[src/rtl/subtrator_serial_4bits_pkg.sv]
// Shared constants for the bit-serial subtractor: default width, counter sizing and FSM states.
package subtrator_serial_4bits_pkg;

    localparam int unsigned DefaultN    = 4;
    localparam int unsigned DefaultCntW = $clog2(DefaultN);

    typedef enum logic [1:0] {
        StIdle = 2'd0,
        StCalc = 2'd1,
        StDone = 2'd2
    } state_e;

    function automatic int unsigned cnt_width(input int unsigned n);
        return (n > 1) ? $clog2(n) : 1;
    endfunction

endpackage

[src/rtl/subtrator_serial_4bits_if.sv]
// Operand/result bundle of the serial subtractor; master drives operands, slave returns results.
interface subtrator_serial_4bits_if #(
    parameter int unsigned N = 4
);
    logic         start;
    logic [N-1:0] A;
    logic [N-1:0] B;
    logic         Bin;
    logic [N-1:0] D;
    logic         Bout;
    logic         V;
    logic         busy;
    logic         done;

    modport master (
        output start, A, B, Bin,
        input  D, Bout, V, busy, done
    );

    modport slave (
        input  start, A, B, Bin,
        output D, Bout, V, busy, done
    );
endinterface

[src/rtl/subtrator_completo.sv]
// 1-bit full subtractor: d = a - b - bin, with borrow out.
module subtrator_completo (
    input  logic a,
    input  logic b,
    input  logic bin,
    output logic d,
    output logic bout
);
    assign d    = a ^ b ^ bin;
    assign bout = (~a & b) | (~(a ^ b) & bin);
endmodule

[src/rtl/subtrator_serial_4bits.sv]
// Bit-serial subtractor D = A - B - Bin, LSB first, one bit per clock; done pulses for one cycle.
module subtrator_serial_4bits
    import subtrator_serial_4bits_pkg::*;
#(
    parameter int unsigned N = DefaultN
) (
    input  logic                      clk,
    input  logic                      rst,
    subtrator_serial_4bits_if.slave   bus
);
    localparam int unsigned CntW = cnt_width(N);

    state_e          r_state;
    state_e          w_state_next;
    logic [N-1:0]    r_sa;
    logic [N-1:0]    r_sb;
    logic [N-1:0]    r_res;
    logic [N-1:0]    r_d;
    logic            r_borrow;
    logic            r_bout;
    logic            r_v;
    logic            r_a_msb;
    logic            r_b_msb;
    logic [CntW-1:0] r_cnt;
    logic            w_diff;
    logic            w_borrow_next;
    logic            w_last;

    subtrator_completo u_bit (
        .a    (r_sa[0]),
        .b    (r_sb[0]),
        .bin  (r_borrow),
        .d    (w_diff),
        .bout (w_borrow_next)
    );

    assign w_last = (r_cnt == CntW'(N - 1));

    always_comb begin
        w_state_next = r_state;
        unique case (r_state)
            StIdle:  if (bus.start) w_state_next = StCalc;
            StCalc:  if (w_last) w_state_next = StDone;
            StDone:  w_state_next = StIdle;
            default: w_state_next = StIdle;
        endcase
    end

    always_ff @(posedge clk) begin
        if (rst) r_state <= StIdle;
        else     r_state <= w_state_next;
    end

    always_ff @(posedge clk) begin
        if (rst) begin
            r_sa     <= '0;
            r_sb     <= '0;
            r_res    <= '0;
            r_d      <= '0;
            r_borrow <= 1'b0;
            r_bout   <= 1'b0;
            r_v      <= 1'b0;
            r_a_msb  <= 1'b0;
            r_b_msb  <= 1'b0;
            r_cnt    <= '0;
        end else begin
            unique case (r_state)
                StIdle: begin
                    if (bus.start) begin
                        r_sa     <= bus.A;
                        r_sb     <= bus.B;
                        r_borrow <= bus.Bin;
                        r_a_msb  <= bus.A[N-1];
                        r_b_msb  <= bus.B[N-1];
                        r_cnt    <= '0;
                    end
                end
                StCalc: begin
                    r_sa     <= r_sa >> 1;
                    r_sb     <= r_sb >> 1;
                    r_borrow <= w_borrow_next;
                    r_res    <= {w_diff, r_res[N-1:1]};
                    r_cnt    <= r_cnt + 1'b1;
                    // Results publish on the final bit; w_diff is the new D MSB.
                    if (w_last) begin
                        r_d    <= {w_diff, r_res[N-1:1]};
                        r_bout <= w_borrow_next;
                        r_v    <= (r_a_msb ^ r_b_msb) & (r_a_msb ^ w_diff);
                    end
                end
                default: ;
            endcase
        end
    end

    assign bus.D    = r_d;
    assign bus.Bout = r_bout;
    assign bus.V    = r_v;
    assign bus.busy = (r_state != StIdle);
    assign bus.done = (r_state == StDone);

endmodule

[src/flat_wrapper.sv]
// flat-port wrapper written by rule: the top's interface ports become plain ports
module subtrator_serial_4bits_flat import subtrator_serial_4bits_pkg::*;
#(
    parameter int unsigned N = DefaultN
)
  (clk, rst, bus_start, bus_A, bus_B, bus_Bin, bus_D, bus_Bout, bus_V, bus_busy, bus_done);
  subtrator_serial_4bits_if #(.N(N)) bus_i ();
  input  logic clk;
  input  logic rst;
  input wire logic [$bits(bus_i.start)-1:0] bus_start;
  input wire logic [$bits(bus_i.A)-1:0] bus_A;
  input wire logic [$bits(bus_i.B)-1:0] bus_B;
  input wire logic [$bits(bus_i.Bin)-1:0] bus_Bin;
  output wire logic [$bits(bus_i.D)-1:0] bus_D;
  output wire logic [$bits(bus_i.Bout)-1:0] bus_Bout;
  output wire logic [$bits(bus_i.V)-1:0] bus_V;
  output wire logic [$bits(bus_i.busy)-1:0] bus_busy;
  output wire logic [$bits(bus_i.done)-1:0] bus_done;
  assign bus_i.start = bus_start;
  assign bus_i.A = bus_A;
  assign bus_i.B = bus_B;
  assign bus_i.Bin = bus_Bin;
  assign bus_D = bus_i.D;
  assign bus_Bout = bus_i.Bout;
  assign bus_V = bus_i.V;
  assign bus_busy = bus_i.busy;
  assign bus_done = bus_i.done;
  subtrator_serial_4bits #(.N(N)) u_core (.clk(clk), .rst(rst), .bus(bus_i));
endmodule
[config.mk]
export PLATFORM = sky130hd
export DESIGN_NAME = subtrator_serial_4bits_flat
export DESIGN_NICKNAME = d
export VERILOG_FILES = /design/src/rtl/subtrator_serial_4bits_pkg.sv /design/src/rtl/subtrator_serial_4bits_if.sv /design/src/rtl/subtrator_completo.sv /design/src/rtl/subtrator_serial_4bits.sv /design/src/flat_wrapper.sv
export SDC_FILE = /design/constraint.sdc
export NUM_CORES = 1
export LEC_CHECK = 0
export BUFFER_PORTS_ARGS = -buffer_cell sky130_fd_sc_hd__buf_2
export CAP_MARGIN = 10
export CORE_AREA = 10 10 65 67
export DETAILED_ROUTE_END_ITERATION = 10
export DIE_AREA = 0 0 75 77
export PLACE_DENSITY_LB_ADDON = 0.3
export SYNTH_ARGS = -nofsm -noshare
export SYNTH_HDL_FRONTEND = slang
export SYNTH_SLANG_ARGS = --single-unit
[constraint.sdc]
create_clock -name clk -period 1.5 [get_ports clk]
set_input_delay 0.3 -clock clk [delete_from_list [all_inputs] [get_ports clk]]
set_output_delay 0.3 -clock clk [all_outputs]
set_load 0.03 [all_outputs]
# Word level (Yosys, flattened, before mapping)
# Index checks and enable logic that the tools add are counted.
# classes
addsub	1
n_eq_ne	5
muxes	11
bitwise_logic	10
reduce_logical	7
# op_table
op	count
case mux 4 bit (2 select lines)	2
two-way mux 4 bit	2
case mux 2 bit (2 select lines)	2
AND reduction 2 bit	4
two-way mux 2 bit	3
== test 2 bit, second input constant	2
nonzero test 2 bit	2
XOR 1 bit	4
bitwise AND 1 bit	3
adder 2 x 1 -> 2 bit, second input constant	1
== test 2 x 1 -> 1 bit, second input constant	1
zero test 2 bit	1
!= test 2 x 1 -> 1 bit, second input constant	1
!= test 2 bit, second input constant	1
inverter 1 bit	2
case mux 1 bit (2 select lines)	1
two-way mux 1 bit	1
OR 1 bit	1
# word_totals
register_bits	25
output_inout_bits	8
elab_cells	45

# Depth between registers and ports, before layout
# logic_depth
word_depth	5
mapped_depth	5
ltp_nobuf	5

# By module
# From an unflattened synthesis, not the netlist that was laid out.
# unflattened
cells_unflattened	101
area_unflattened_um2	1087.3
# by_module_without_submodules
module	instances	cells_per_inst	area_each_um2	seq_area_each_um2
subtrator_serial_4bits	1	97	1056.0	480.5
subtrator_completo	1	4	31.3	0.0

# Worst setup path before layout
# No wires, ideal clock.
# synth_path
path_kind	register to register
from	register u_core.r_sb[0]
to	register u_core.r_v, in the netlist u_core.bus.V
t_arrival_ps	1289
setup_slack_ps	89
path_stages_with_launch	6
path_buffers	0
period_less_slack_ps	1411
cell_sequence	dfxtp_1 -> inv_1 -> fa_1 -> and3b_1 -> a211oi_1 -> nor3_1
# synth_between
elab_chain_cells	4
# synth_rtl
element	line	rtl
from (decl)	subtrator_serial_4bits.sv:16	logic [N-1:0] r_sb;
from (signal assigned)	subtrator_serial_4bits.sv:71	r_sb <= bus.B;
from (signal assigned)	subtrator_serial_4bits.sv:80	r_sb <= r_sb >> 1;
XOR 1 bit (2 in a row)	subtrator_completo.sv:9	assign d = a ^ b ^ bin;
via u_core.u_bit.d	subtrator_completo.sv:6	output logic d,
XOR 1 bit	subtrator_serial_4bits.sv:88	r_v <= (r_a_msb ^ r_b_msb) & (r_a_msb ^ w_diff);
bitwise AND 1 bit	subtrator_serial_4bits.sv:88	
to (signal assigned)	subtrator_serial_4bits.sv:88	
to (decl)	subtrator_serial_4bits.sv:21	logic r_v;
# The timed path passes the listed nets, and every way through them passes these cells.
# A chain may end at the register's enable or synchronous reset.

# Worst setup path after layout
# layout_path
from	register u_core.r_state[1]
to	output port bus_busy
# layout_between
elab_chain_cells	1
# layout_rtl
element	line	rtl
from (decl)	subtrator_serial_4bits.sv:13	state_e r_state;
from (signal assigned)	subtrator_serial_4bits.sv:50	if (rst) r_state <= StIdle;
from (signal assigned)	subtrator_serial_4bits.sv:51	else r_state <= w_state_next;
nonzero test 2 bit	subtrator_serial_4bits.sv:99	assign bus.busy = (r_state != StIdle);
to (decl)	flat_wrapper.sv:17	output wire logic [$bits(bus_i.busy)-1:0] bus_busy;
# No other way between the ends.

==> implementation parameters <==
Parameter                              Value

Status
  Outcome ... finished clean

Yosys
  Largest area contributor in the netlist ... dfxtp_1
  Yosys warning count ... 0
  Number of distinct standard cells referenced by the synthesized netlist ... 26
  Primary FF master, synth ... dfxtp_1
  Post-synthesis area per instance ... 9.29 sq um
  Number of nets produced by synthesis ... 122
  Cell area after synthesis ... 0.00100 sq mm
  Proportion of netlist area held by the largest area contributor ... 0.479
  Post-synth ARST share ... 0
  Count of state elements after synthesis ... 24
  Number of enable-type register cells in the synthesized netlist ... 0
  Post-synthesis cell count ... 108
  Sequential share of the synthesized area ... 0.479
  Cell types with the largest area share after synthesis ... dfxtp_1 (48%), mux2i_1 (11%), a211oi_1 (6.0%)

Drt
  Vias per cell ... 5.00
  First-iteration detailed-routing DRC count ... 36
  Number of vias in the routed layout ... 840
  Drc violations ... 0
  Drt total wl ... 2.17 mm
  First-pass iteration count of the detailed router ... 4
  Count of antenna-violating nets left after detailed routing ... 0
  DR WL/cell ... 12.9 um

STA
  Rel. slew slack ... 0.711
  Clock period minus final worst setup slack ... 1460 ps
  Largest clock skew in the final design ... 2.39 ps
  Final critical-path setup slack ... 35.5 ps
  Number of setup violations in the final report ... 0
  Highest clock frequency the design can meet ... 0.683 GHz
  Final-report max-slew violation count ... 0
  Part of the cycle the worst path needs ... 0.976
  Total negative slack for setup checks ... 0 ps
  Count of final hold-check violations ... 0
  Tightest Pin Transition ... 434 ps
  RSZ-0062 raised after global routing ... true

Finish
  Register area ... 488 sq um
  Synth-to-layout area growth ... 24.4%
  Final Net Count ... 151
  Multi-input gate area ... 484 sq um
  Number of antenna repair diodes ... 0
  Core utilization of the finished layout ... 0.419
  Filler cells ... 299
  Post-layout instance area ... 0.00125 sq mm
  Fraction of layout instances using a drive strength above 1 ... 0.319

Worst hold path
  Worst Hold Class ... in2reg
  Startpoint of the tightest hold check path ... bus_B[3]

Placement
  Pre-CTS worst setup slack ... -30.2 ps
  Final HPWL from detailed placement ... 1.58 mm
  Number of I/O port buffers ... 19
  Placed Instance Area ... 0.00114 sq mm
  Final Wtd Congestion ... 0.757

GRT
  Overflow after GRT ... 0
  Largest net degree at the start of global routing ... 25
  Antenna violations before repair ... 0
  Global-route wire length before repair ... 3.77 mm
  Vias in the first global route ... 822
  Overall fraction of global-route tracks in use ... 0.0838

Clocking
  Clock insertion delay at the later pin of the skew report ... 310 ps
  CTS tree ... built
  Buffers from clock root to sink, at most ... 2
  Clock Pin Slew Worst Setup and Hold Paths ... 130 ps
  CTS H-tree lvls ... 1
  Number of sinks driven by the clock tree ... 24
  Clock Root Buffer ... clkbuf_4
  Total CTS buffers ... 3

Setup path
  Most common cell type on the critical path ... buf_6
  Biggest cell delay along the critical path ... 350 ps
  Critical-path cell with the highest stage delay ... dfxtp_2
  Origin of the worst setup path ... u_core.r_state[1]$_SDFFE_PP0P_
  Worst reg2reg startpoint ... u_core.r_sa[0]$_SDFFE_PP0P_
  Arrival time of the worst setup path ... 1160 ps
  Crit path launch type ... flip-flop
  Kind of capture point of the worst setup path ... primary output
  Peak fanout along the critical path ... 8
  Worst Path Class, Setup ... reg2out
  Required arrival time at the worst endpoint ... 1200 ps
  Critical Path, Cell by Cell ... buf_6 -> or2_4 -> buf_6

Floorplan
  Die X ... 75 um
  Initial core utilization ... 0.337
  I/O Pins ... 20
  Die Y ... 77 um
  Area of the core ... 0.00298 sq mm
  Die Footprint ... 0.00578 sq mm
  # rows ... 20

Pwr
  Leakage power figure ... 0.540 nW
  Worst IR Drop VDD ... 0.473 mV
  Cell area power density ... 936 mW/mm^2

Job
  Max cap viols ... 0
==> metal layers <==
| layer | vias up | track usage | share of wire |
|---|---|---|---|
| met1 | 390 | 0.102 | 0.47 |
| met5 | - | 0 | 0 |
| met2 | 13 | 0.122 | 0.46 |
| met3 | 4 | 0.0206 | 0.038 |
| met4 | 0 | 0.0625 | 0.025 |
| li1 | 433 | - | - |
==> cell families (layout without fill, tap and decap cells) <==
family,after synthesis,count (layout),share of synthesized area
adders and majority gates,2,2,0.0324
buffers and inverters,10,37,0.0511
AOI/OAI and AO/OA,26,26,0.165
and+or+nand+nor,35,35,0.163
muxes,11,11,0.110
DFF,24,24,0.479
==> through the flow <==
| stage | total power [mW] | hold WS [ps] | cells |
|---|---|---|---|
| after global placement | 0.861 | 438 | 158 |
| after floorplan | 0.821 | 372 | 108 |
| after global routing | 1.24 | 208 | 168 |
| after detailed placement | 0.867 | 443 | 158 |
| final | 1.17 | 228 | 168 |
| after CTS | 1.16 | 228 | 163 |
==> flip-flops by register name, indices dropped and copies added, names as in the netlist, 2 cells and up <==
signal,flops
u_core.bus.D,4
u_core.r_cnt,2
u_core.r_res,3
u_core.r_sa,4
u_core.r_sb,4
u_core.r_state,2
==> critical path: cells and delay by family (launching register included) <==
family / cells / cell delay, ps
DFF: 1 / 350
buffers and inverters: 2 / 260
and+or+nand+nor: 1 / 240
==> cell type report <==
| class | instances | share of cell area |
|---|---|---|
| timing repair buffer | 31 | 0.161 |
| tap | 33 | 0.0331 |
| clock buffer | 3 | 0.0180 |
| sequential | 24 | 0.391 |
| inverter | 3 | 0.00902 |
| multi-input combinational | 74 | 0.388 |
==> Yosys cell counts, types with 2 or more instances <==
library cell	instances
dfxtp_1	24
nor2_1	16
a21oi_1	11
mux2i_1	11
a211oi_1	8
nand2_1	6
buf_4	3
inv_1	3
nand3_1	3
o21ai_0	3
buf_2	2
clkbuf_1	2
nand2b_1	2
nor3_1	2
==> cell usage in the layout, fill, tap and decap left out, drive strengths merged, types with 2 or more instances in the layout <==
cell type | synthesis | routed
nor2 | 16 | 16
nand2 | 6 | 6
nand2b | 2 | 2
mux2i | 11 | 11
a21oi | 11 | 11
inv | 3 | 3
a211oi | 8 | 8
clkbuf | 2 | 3
dfxtp | 24 | 24
buf | 5 | 31
nor3 | 2 | 2
o21ai | 3 | 3
nand3 | 3 | 3
==> timing repair <==
action                     in CTS  in global routing
hold buffers                    0                  0
gates cloned                    0                  0
resized for setup               8                  7
setup endpoints to repair       3                  5
pin swaps                       1                  5
buffers inserted                2                  5
==> worst paths after layout <==
check                                               endpoint  slack (ps)  cells after the start
worst max-delay path                                bus_busy          40                      3
worst min-delay path             u_core.r_b_msb$_SDFFE_PP0P_         230                      3
worst max register to register     u_core.bus.V$_SDFFE_PP0P_          80                      4
worst min register to register  u_core.bus.D[2]$_SDFFE_PP0P_         460                      2
==> where the power goes <==
group	switching [mW]	internal [mW]	total [mW]
clock network	0.191	0.0941	0.285
logic	0.0952	0.0948	0.190
registers	0.0224	0.671	0.694
Note: power is estimated with default switching activity, not from simulation.
